===== config.mk =====
export PLATFORM = sky130hd
export DESIGN_NAME = multicycle_shifter
export DESIGN_NICKNAME = d
export VERILOG_FILES = /design/src/rtl/shifter_pkg.sv /design/src/rtl/transfer_and_nbit.sv /design/src/rtl/multicycle_shifter.sv
export SDC_FILE = /design/constraint.sdc
export NUM_CORES = 1
export LEC_CHECK = 0
export CAP_MARGIN = 20
export CORE_MARGIN = 2
export CORE_UTILIZATION = 46
export CTS_CLUSTER_SIZE = 14
export DETAILED_ROUTE_END_ITERATION = 10
export DONT_BUFFER_PORTS = 1
export RECOVER_POWER = 25
export SYNTH_ARGS = -nofsm -noshare
export SYNTH_HDL_FRONTEND = slang
export SYNTH_SLANG_ARGS = --single-unit

===== constraint.sdc =====
create_clock -name clk -period 1.77 [get_ports clk]
set_input_delay 0.354 -clock clk [delete_from_list [all_inputs] [get_ports clk]]
set_output_delay 0.354 -clock clk [all_outputs]
set_load 0.005 [all_outputs]

===== src/rtl/shifter_pkg.sv =====
// Shared definitions for the iterative shifter:
// mode codes, FSM states and the one-bit step.
package shifter_pkg;

  localparam int MAX_W = 64;

  typedef enum logic [2:0] {
    MODE_LSL  = 3'b000,
    MODE_LSR  = 3'b001,
    MODE_ASR  = 3'b010,
    MODE_ROL  = 3'b011,
    MODE_ROR  = 3'b100,
    MODE_RCL  = 3'b101,
    MODE_RCR  = 3'b110,
    MODE_PASS = 3'b111
  } mode_e;

  typedef enum logic [1:0] {
    ST_IDLE  = 2'd0,
    ST_SHIFT = 2'd1,
    ST_DONE  = 2'd2
  } state_e;

  // Returns {cf', r'} packed into bits [w:0]; upper bits are zero.
  function automatic logic [MAX_W:0] shift_step(
    input mode_e            m,
    input logic [MAX_W-1:0] r,
    input logic             cf,
    input int               w
  );
    logic [MAX_W:0] x;
    logic [MAX_W:0] top;
    logic [MAX_W:0] mask;
    logic [MAX_W:0] nr;
    logic           msb;
    logic           lsb;
    logic           ncf;
    x    = {1'b0, r};
    top  = (MAX_W+1)'(1) << (w - 1);
    mask = (top << 1) - (MAX_W+1)'(1);
    msb  = |(x & top);
    lsb  = x[0];
    nr   = x;
    ncf  = cf;
    unique case (m)
      MODE_LSL: begin
        nr  = x << 1;
        ncf = msb;
      end
      MODE_LSR: begin
        nr  = x >> 1;
        ncf = lsb;
      end
      MODE_ASR: begin
        nr  = (x >> 1) | (msb ? top : '0);
        ncf = lsb;
      end
      MODE_ROL: begin
        nr  = (x << 1) | {{MAX_W{1'b0}}, msb};
        ncf = msb;
      end
      MODE_ROR: begin
        nr  = (x >> 1) | (lsb ? top : '0);
        ncf = lsb;
      end
      MODE_RCL: begin
        nr  = (x << 1) | {{MAX_W{1'b0}}, cf};
        ncf = msb;
      end
      MODE_RCR: begin
        nr  = (x >> 1) | (cf ? top : '0);
        ncf = lsb;
      end
      MODE_PASS: begin
        nr  = x;
        ncf = cf;
      end
    endcase
    return (nr & mask) | (ncf ? (top << 1) : '0);
  endfunction

endpackage


===== src/rtl/transfer_and_nbit.sv =====
// Enable-AND gate driving an N-bit value onto the S-bus.
// Output is all zeros whenever the enable is low.
module transfer_and_nbit #(
  parameter int WIDTH = 16
) (
  input  logic [WIDTH-1:0] i_data,
  input  logic             i_en,
  output logic [WIDTH-1:0] o_data
);

  assign o_data = i_data & {WIDTH{i_en}};

endmodule


===== src/rtl/multicycle_shifter.sv =====
// Iterative shifter: one bit per clock, start/busy/done
// handshake, carry flag and gated S-bus output.
module multicycle_shifter
  import shifter_pkg::*;
#(
  parameter  int WIDTH = 16,
  localparam int AMT_W = $clog2(WIDTH) + 1
) (
  input  logic             clk,
  input  logic             rst_n,
  input  logic             start,
  input  logic [2:0]       mode,
  input  logic [AMT_W-1:0] amount,
  input  logic             cin,
  input  logic [WIDTH-1:0] A_bus,
  input  logic             SHS,
  output logic             busy,
  output logic             done,
  output logic [WIDTH-1:0] result,
  output logic [WIDTH-1:0] shifter_out,
  output logic             Cf
);

  state_e           r_state;
  state_e           w_nxt;
  mode_e            r_mode;
  mode_e            w_mode;
  logic [AMT_W-1:0] r_cnt;
  logic [AMT_W-1:0] w_amt;
  logic [WIDTH-1:0] r_result;
  logic [WIDTH-1:0] w_nr;
  logic             r_cf;
  logic             w_ncf;
  logic             w_accept;
  logic             w_direct;

  assign w_mode   = mode_e'(mode);
  assign w_amt    = (amount > AMT_W'(WIDTH)) ?
                    AMT_W'(WIDTH) : amount;
  assign w_accept = start && (r_state != ST_SHIFT);
  assign w_direct = (w_amt == '0) ||
                    (w_mode == MODE_PASS);

  assign {w_ncf, w_nr} = (WIDTH+1)'(shift_step(
    r_mode, MAX_W'(r_result), r_cf, WIDTH));

  always_comb begin
    w_nxt = r_state;
    unique case (r_state)
      ST_IDLE: begin
        if (start)
          w_nxt = w_direct ? ST_DONE : ST_SHIFT;
      end
      ST_SHIFT: begin
        if (r_cnt == AMT_W'(1))
          w_nxt = ST_DONE;
      end
      ST_DONE: begin
        if (start)
          w_nxt = w_direct ? ST_DONE : ST_SHIFT;
        else
          w_nxt = ST_IDLE;
      end
      default: w_nxt = ST_IDLE;
    endcase
  end

  always_ff @(posedge clk) begin
    if (!rst_n)
      r_state <= ST_IDLE;
    else
      r_state <= w_nxt;
  end

  // Operands are captured only at accept; SHIFT ignores the inputs.
  always_ff @(posedge clk) begin
    if (!rst_n) begin
      r_result <= '0;
      r_cf     <= 1'b0;
      r_cnt    <= '0;
      r_mode   <= MODE_LSL;
    end else if (w_accept) begin
      r_result <= A_bus;
      r_cf     <= cin;
      r_cnt    <= w_amt;
      r_mode   <= w_mode;
    end else if (r_state == ST_SHIFT) begin
      r_result <= w_nr;
      r_cf     <= w_ncf;
      r_cnt    <= r_cnt - AMT_W'(1);
    end
  end

  assign busy   = (r_state == ST_SHIFT);
  assign done   = (r_state == ST_DONE);
  assign result = r_result;
  assign Cf     = r_cf;

  transfer_and_nbit #(
    .WIDTH (WIDTH)
  ) u_sbus (
    .i_data (r_result),
    .i_en   (SHS),
    .o_data (shifter_out)
  );

endmodule


# Yosys cells after proc, flatten, opt, wreduce, memory -nomap -nowiden
# Index checks and enable logic that the tools add are counted.
dict set report op_classes {
  add_sub_neg 1
  order_cmp 1
  n_eq_ne 14
  muxes 18
  bitwise 7
  reduce_logical 9
}
# cell count
set op_table {}
lappend op_table {{$pmux 16 s8} 1}
lappend op_table {{$mux 16} 5}
lappend op_table {{$or 15x16->16} 3}
lappend op_table {{$or 16x1->16} 2}
lappend op_table {{$mux 17} 1}
lappend op_table {{$or 16x17->17} 1}
lappend op_table {{$and 16x16->16} 1}
lappend op_table {{$eq 3x3->1 const B} 5}
lappend op_table {{$mux 5} 3}
lappend op_table {{$mux 2} 4}
lappend op_table {{$eq 3x2->1 const B} 2}
lappend op_table {{$pmux 2 s3} 1}
lappend op_table {{$eq 5x1->1 const B} 1}
lappend op_table {{$gt 5x5->1 const B} 1}
lappend op_table {{$logic_not 5->1} 1}
lappend op_table {{$sub 5x1->5 const B} 1}
lappend op_table {{$ne 2x1->1 const B} 2}
lappend op_table {{$reduce_or 4->1} 1}
lappend op_table {{$eq 3x1->1 const B} 1}
lappend op_table {{$logic_not 3->1} 1}
lappend op_table {{$pmux 1 s3} 1}
lappend op_table {{$reduce_or 3->1} 1}
lappend op_table {{$eq 2x1->1 const B} 1}
lappend op_table {{$eq 2x2->1 const B} 1}
lappend op_table {{7 further kinds} 8}
dict set report totals {
  register_bits 27
  input_bits 29
  wordCells 55
}

# Logic depth before layout (Yosys ltp)
dict set report logic_depth {
  ltp_word 7
  ltp_mapped 7
  depth_no_buf 5
}

# By module
# From an unflattened synthesis, not the netlist that was laid out.
dict set report hier_totals {
  cells_unflattened 202
  area_unflattened_um2 1679.1
}
# mod instances cells_per_inst area_each_um2 seq_area_each_um2
set by_module_without_submodules {}
lappend by_module_without_submodules {multicycle_shifter 1 185 1552.7 540.5}
lappend by_module_without_submodules {transfer_and_nbit 1 17 126.4 0.0}

# Least setup slack after synthesis
# No wires, ideal clock.
dict set report synth_timing {
  path_kind {register -> register}
  startpoint {register r_state[1]}
  endpoint {register r_result[10] (netlist: result[10])}
  arrival_ps 1272
  setup_slack_ps 373
  stages_incl_launch_ff 8
  path_buffers 2
  period_less_slack_ps 1397
  path_cell_list {dfxtp_1 > nand2b_1 > buf_6 > inv_6 > mux2_4 > buf_6 > o221ai_1 > a31oi_1}
}
dict set report synth_between {
  elab_chain_len 3
  elab_cells_between_ends 5
  cone_classes {eq/ne: 2; mux: 1; reduce/logical: 2}
}
# item line
set synth_rtl {}
lappend synth_rtl {{start: declaration} multicycle_shifter.sv:24} ;# state_e r_state;
lappend synth_rtl {{start signal: assignment} multicycle_shifter.sv:72} ;# r_state <= w_nxt;
lappend synth_rtl {{$ne 2x1->1} multicycle_shifter.sv:40} ;# assign w_accept = start && (r_state != ST_SHIFT);
lappend synth_rtl {{$logic_and 1x1->1} multicycle_shifter.sv:40}
lappend synth_rtl {{$mux 16 / $reduce_bool 2->1 (equally long branches)} -}
lappend synth_rtl {{end signal: assignment} multicycle_shifter.sv:83} ;# r_result <= A_bus;
lappend synth_rtl {{end signal: assignment} multicycle_shifter.sv:88} ;# r_result <= w_nr;
lappend synth_rtl {{end: declaration} multicycle_shifter.sv:30} ;# logic [WIDTH-1:0] r_result;
# Several ways; a longest one is shown, not always the timed one.
# A chain may end at the register's enable or synchronous reset.

# Worst setup path in the final report
dict set report layout_timing {
  startpoint {register r_state[0]}
  endpoint {register r_result[4] (netlist: result[4])}
}
# Same word-level chain as after synthesis.

==> results.cfg <==
[critical_path]
r2r_end = result[4]
arrival_ps = 1790
required_ps = 2030
crit_path_start = r_state[0]
cp_slowest_stage_delay_ps = 410
r2r_start = r_state[0]
reg2reg_slack_ps = 240
worst-path-buf-inv = 2
worst_setup_path_end_kind = register
crit_chain = nand2b_1, buf_4, nand2_1, buf_4, o221ai_1, a31oi_1
start_kind = register
cp_top_family = buffers and inverters
criticalPathCategory = register to register
critPathSlowestCell = dfxtp_1
crit_top_cell = buf_4
rr_worst_depth = 6
crit_fanout = 9

[logic_synthesis]
synthMuxAreaShare_pct = 2.16
synth-main-ff-cell = dfxtp_1
synth-compound-area-share_pct = 24.5
synth_cells = 197
ys_seq_elements = 27
yosys.area.top_type = dfxtp_1
synth_cell_types = 40
syn_area_per_cell_um2 = 8.22
synth-xor-area-share_pct = 3.94
synth_enable_flop_cells = 0
netlist_top_cells_area = dfxtp_1, nand2_1, o221ai_1, and2_1, a31oi_1
synthArstFlopShare_pct = 0
synthDominantCellAreaShare_pct = 33.4
yosys_warnings = 0
yosysSeqAreaShare_pct = 33.4
synth-simple-area-share_pct = 26.3
synth_area_um2 = 1620
syn_nets = 228
synthAdderAreaFrac_pct = 2.16
synth_top_family_by_area = simple AND/OR/NAND/NOR gates

[power]
sequentialPowerShare_pct = 53.5
p_sw_share_pct = 35.3
p_switching_mw = 0.516
power_mw = 1.46
ir_drop_uv = 261
p_int_mw = 0.946
power_density_nw_per_um2 = 870
p_clk_share_pct = 18.8
power_leakage_nw = 0.585
power_frac_comb_pct = 27.7

[place]
gp_congestion = 0.791
io_buffers = 0
dp.cells = 238
dpl-instance-area_um2 = 1650
preCtsSetupSlack_ps = 256
dpl.hpwl_mm = 3.11

[routing]
first_iter_violations = 80
routed_via_density = 6.19
route.antenna.remaining_nets = 0
route.detailed.drc = 0
wl_mm = 4.25
dr.pass1.iters = 4
vias = 1497
wire_per_inst_um = 17.5

[timing]
rsz0062_at_grt = false
min_period_ps = 1530
relSlewSlack_pct = 74.6
tns_ps = 0
slew_violations = 0
final-setup-viol-count = 0
worstMarginPinSlew_ps = 379
holdWs_ps = 131
hold_viol_final = 0
fmax_ghz = 0.653
final.setup.worst_slack_ps = 238
finalCritPeriodShare_pct = 86.5
finalClockSkew_ps = 7.70

[finish]
synthToLayoutAreaGrowth_pct = 3.71
finalNonFillerCells = 242
final_util_pct = 49.9
layout-drive-gt1-share_pct = 9.69
antennaDiodeCount = 0
nets = 228
fin_area_um2 = 1680

[cts]
cts.sinks = 27
cts-resized-gates = 0
clockBufferDepth = 2
clk_pin_slew_worst_paths_ps = 150
cts_root_buffer = clkbuf_4
cts_setup_buffers = 0
htreeDepth = 1
holdBufCountCts = 0
clock_latency_ps = 320
cts_inserted_buffers = 3
cts_tree = yes

[hold_path]
hold_start = rst_n
holdPathEnd = result[13]
hold_class = input port to register
whs_path_depth = 2

[global_route]
grt_pass1_wl_mm = 6.96
antenna_found_initial = 0
grt_pass1_vias = 1415
overflow = 0
grt_max_degree = 22
grt_usage_pct = 21.2

[die]
coreArea_um2 = 3360
die-area_um2 = 4010
row_count = 21
io_pins = 64
fp.dieW_um = 63.3
die_h_um = 63.3
start_util_pct = 48.1

[status]
status = complete, no violations

[run]
maxCapViolCount = 0
==> cell usage after synthesis (all sizes together) (3+ instances only) <==
cell type	count
a211oi	5
a21oi	6
a31oi	16
and2	17
buf	13
dfxtp	27
inv	7
nand2	39
nand3	3
nor2	10
o21ai	7
o221ai	16
xnor2	3
==> power groups by stage <==
stage          logic, mW  clock network (mW)  registers, mW
2_1_floorplan      0.354                   0          0.759
3_3_place_gp       0.396                   0          0.793
3_5_place_dp       0.409                   0          0.795
4_1_cts            0.410               0.277          0.782
5_1_grt            0.452               0.303          0.797
6_report           0.405               0.274          0.782
==> layout make-up <==
| cell class | instances | area [um2] |
|---|---|---|
| multi-input combinational | 149 | 956 |
| sequential | 27 | 541 |
| fill | 382 | 1680 |
| clock buffer | 4 | 26.3 |
| inverter | 7 | 31.3 |
| timing repair buffer | 9 | 67.6 |
| tap | 46 | 57.6 |
==> layout by cell type (no fill, tap or decap), types with 2 or more instances in the layout <==
cell | Yosys | layout
a211oi_1 | 5 | 5
o221ai_1 | 15 | 15
dfxtp_1 | 27 | 27
nand2_1 | 39 | 39
nor2b_1 | 2 | 2
o21ai_0 | 7 | 7
a21oi_1 | 6 | 6
nor2_1 | 9 | 9
mux2i_1 | 2 | 2
inv_1 | 6 | 6
xnor2_4 | 2 | 2
nand3_1 | 2 | 2
ha_1 | 2 | 2
and2_1 | 17 | 17
nand3b_1 | 2 | 2
nor4b_1 | 2 | 2
a31oi_1 | 16 | 16
nor3_1 | 2 | 2
buf_4 | 4 | 9
a22oi_1 | 2 | 2
clkbuf_4 | 0 | 3
o211ai_1 | 2 | 2
==> layer usage <==
metal	vias up	global-route usage [%]	part of all wire, %
li1	717	-	-
met1	724	27.1	44
met2	54	37.2	49
met3	2	4.11	6.4
met4	0	4.08	0.52
met5	-	0	0
==> how the worst max path moves through the flow <==
stage / slack [ps] / end / depth (start not counted)
floorplan: 370 / result[10] / 7
global placement: 320 / result[2] / 5
detailed placement: 260 / result[7] / 5
CTS: 230 / result[4] / 6
global route: 70 / result[2] / 6
finish: 240 / result[4] / 6
==> sequential cells by signal (all words and copies together), names as in the netlist <==
register  cells
result       16
r_cnt         5
r_mode        3
r_state       2
Cf            1
==> cell families (layout without fill, tap and decap cells) <==
group / count (synthesis) / after routing
AOI/OAI and AO/OA: 56 / 56
adders and majority gates: 3 / 3
DFF: 27 / 27
muxes: 3 / 3
xor gates and xnor gates: 3 / 3
and+or+nand+nor: 84 / 84
buffers and inverters: 21 / 20
(Power assumes the default switching activity.)
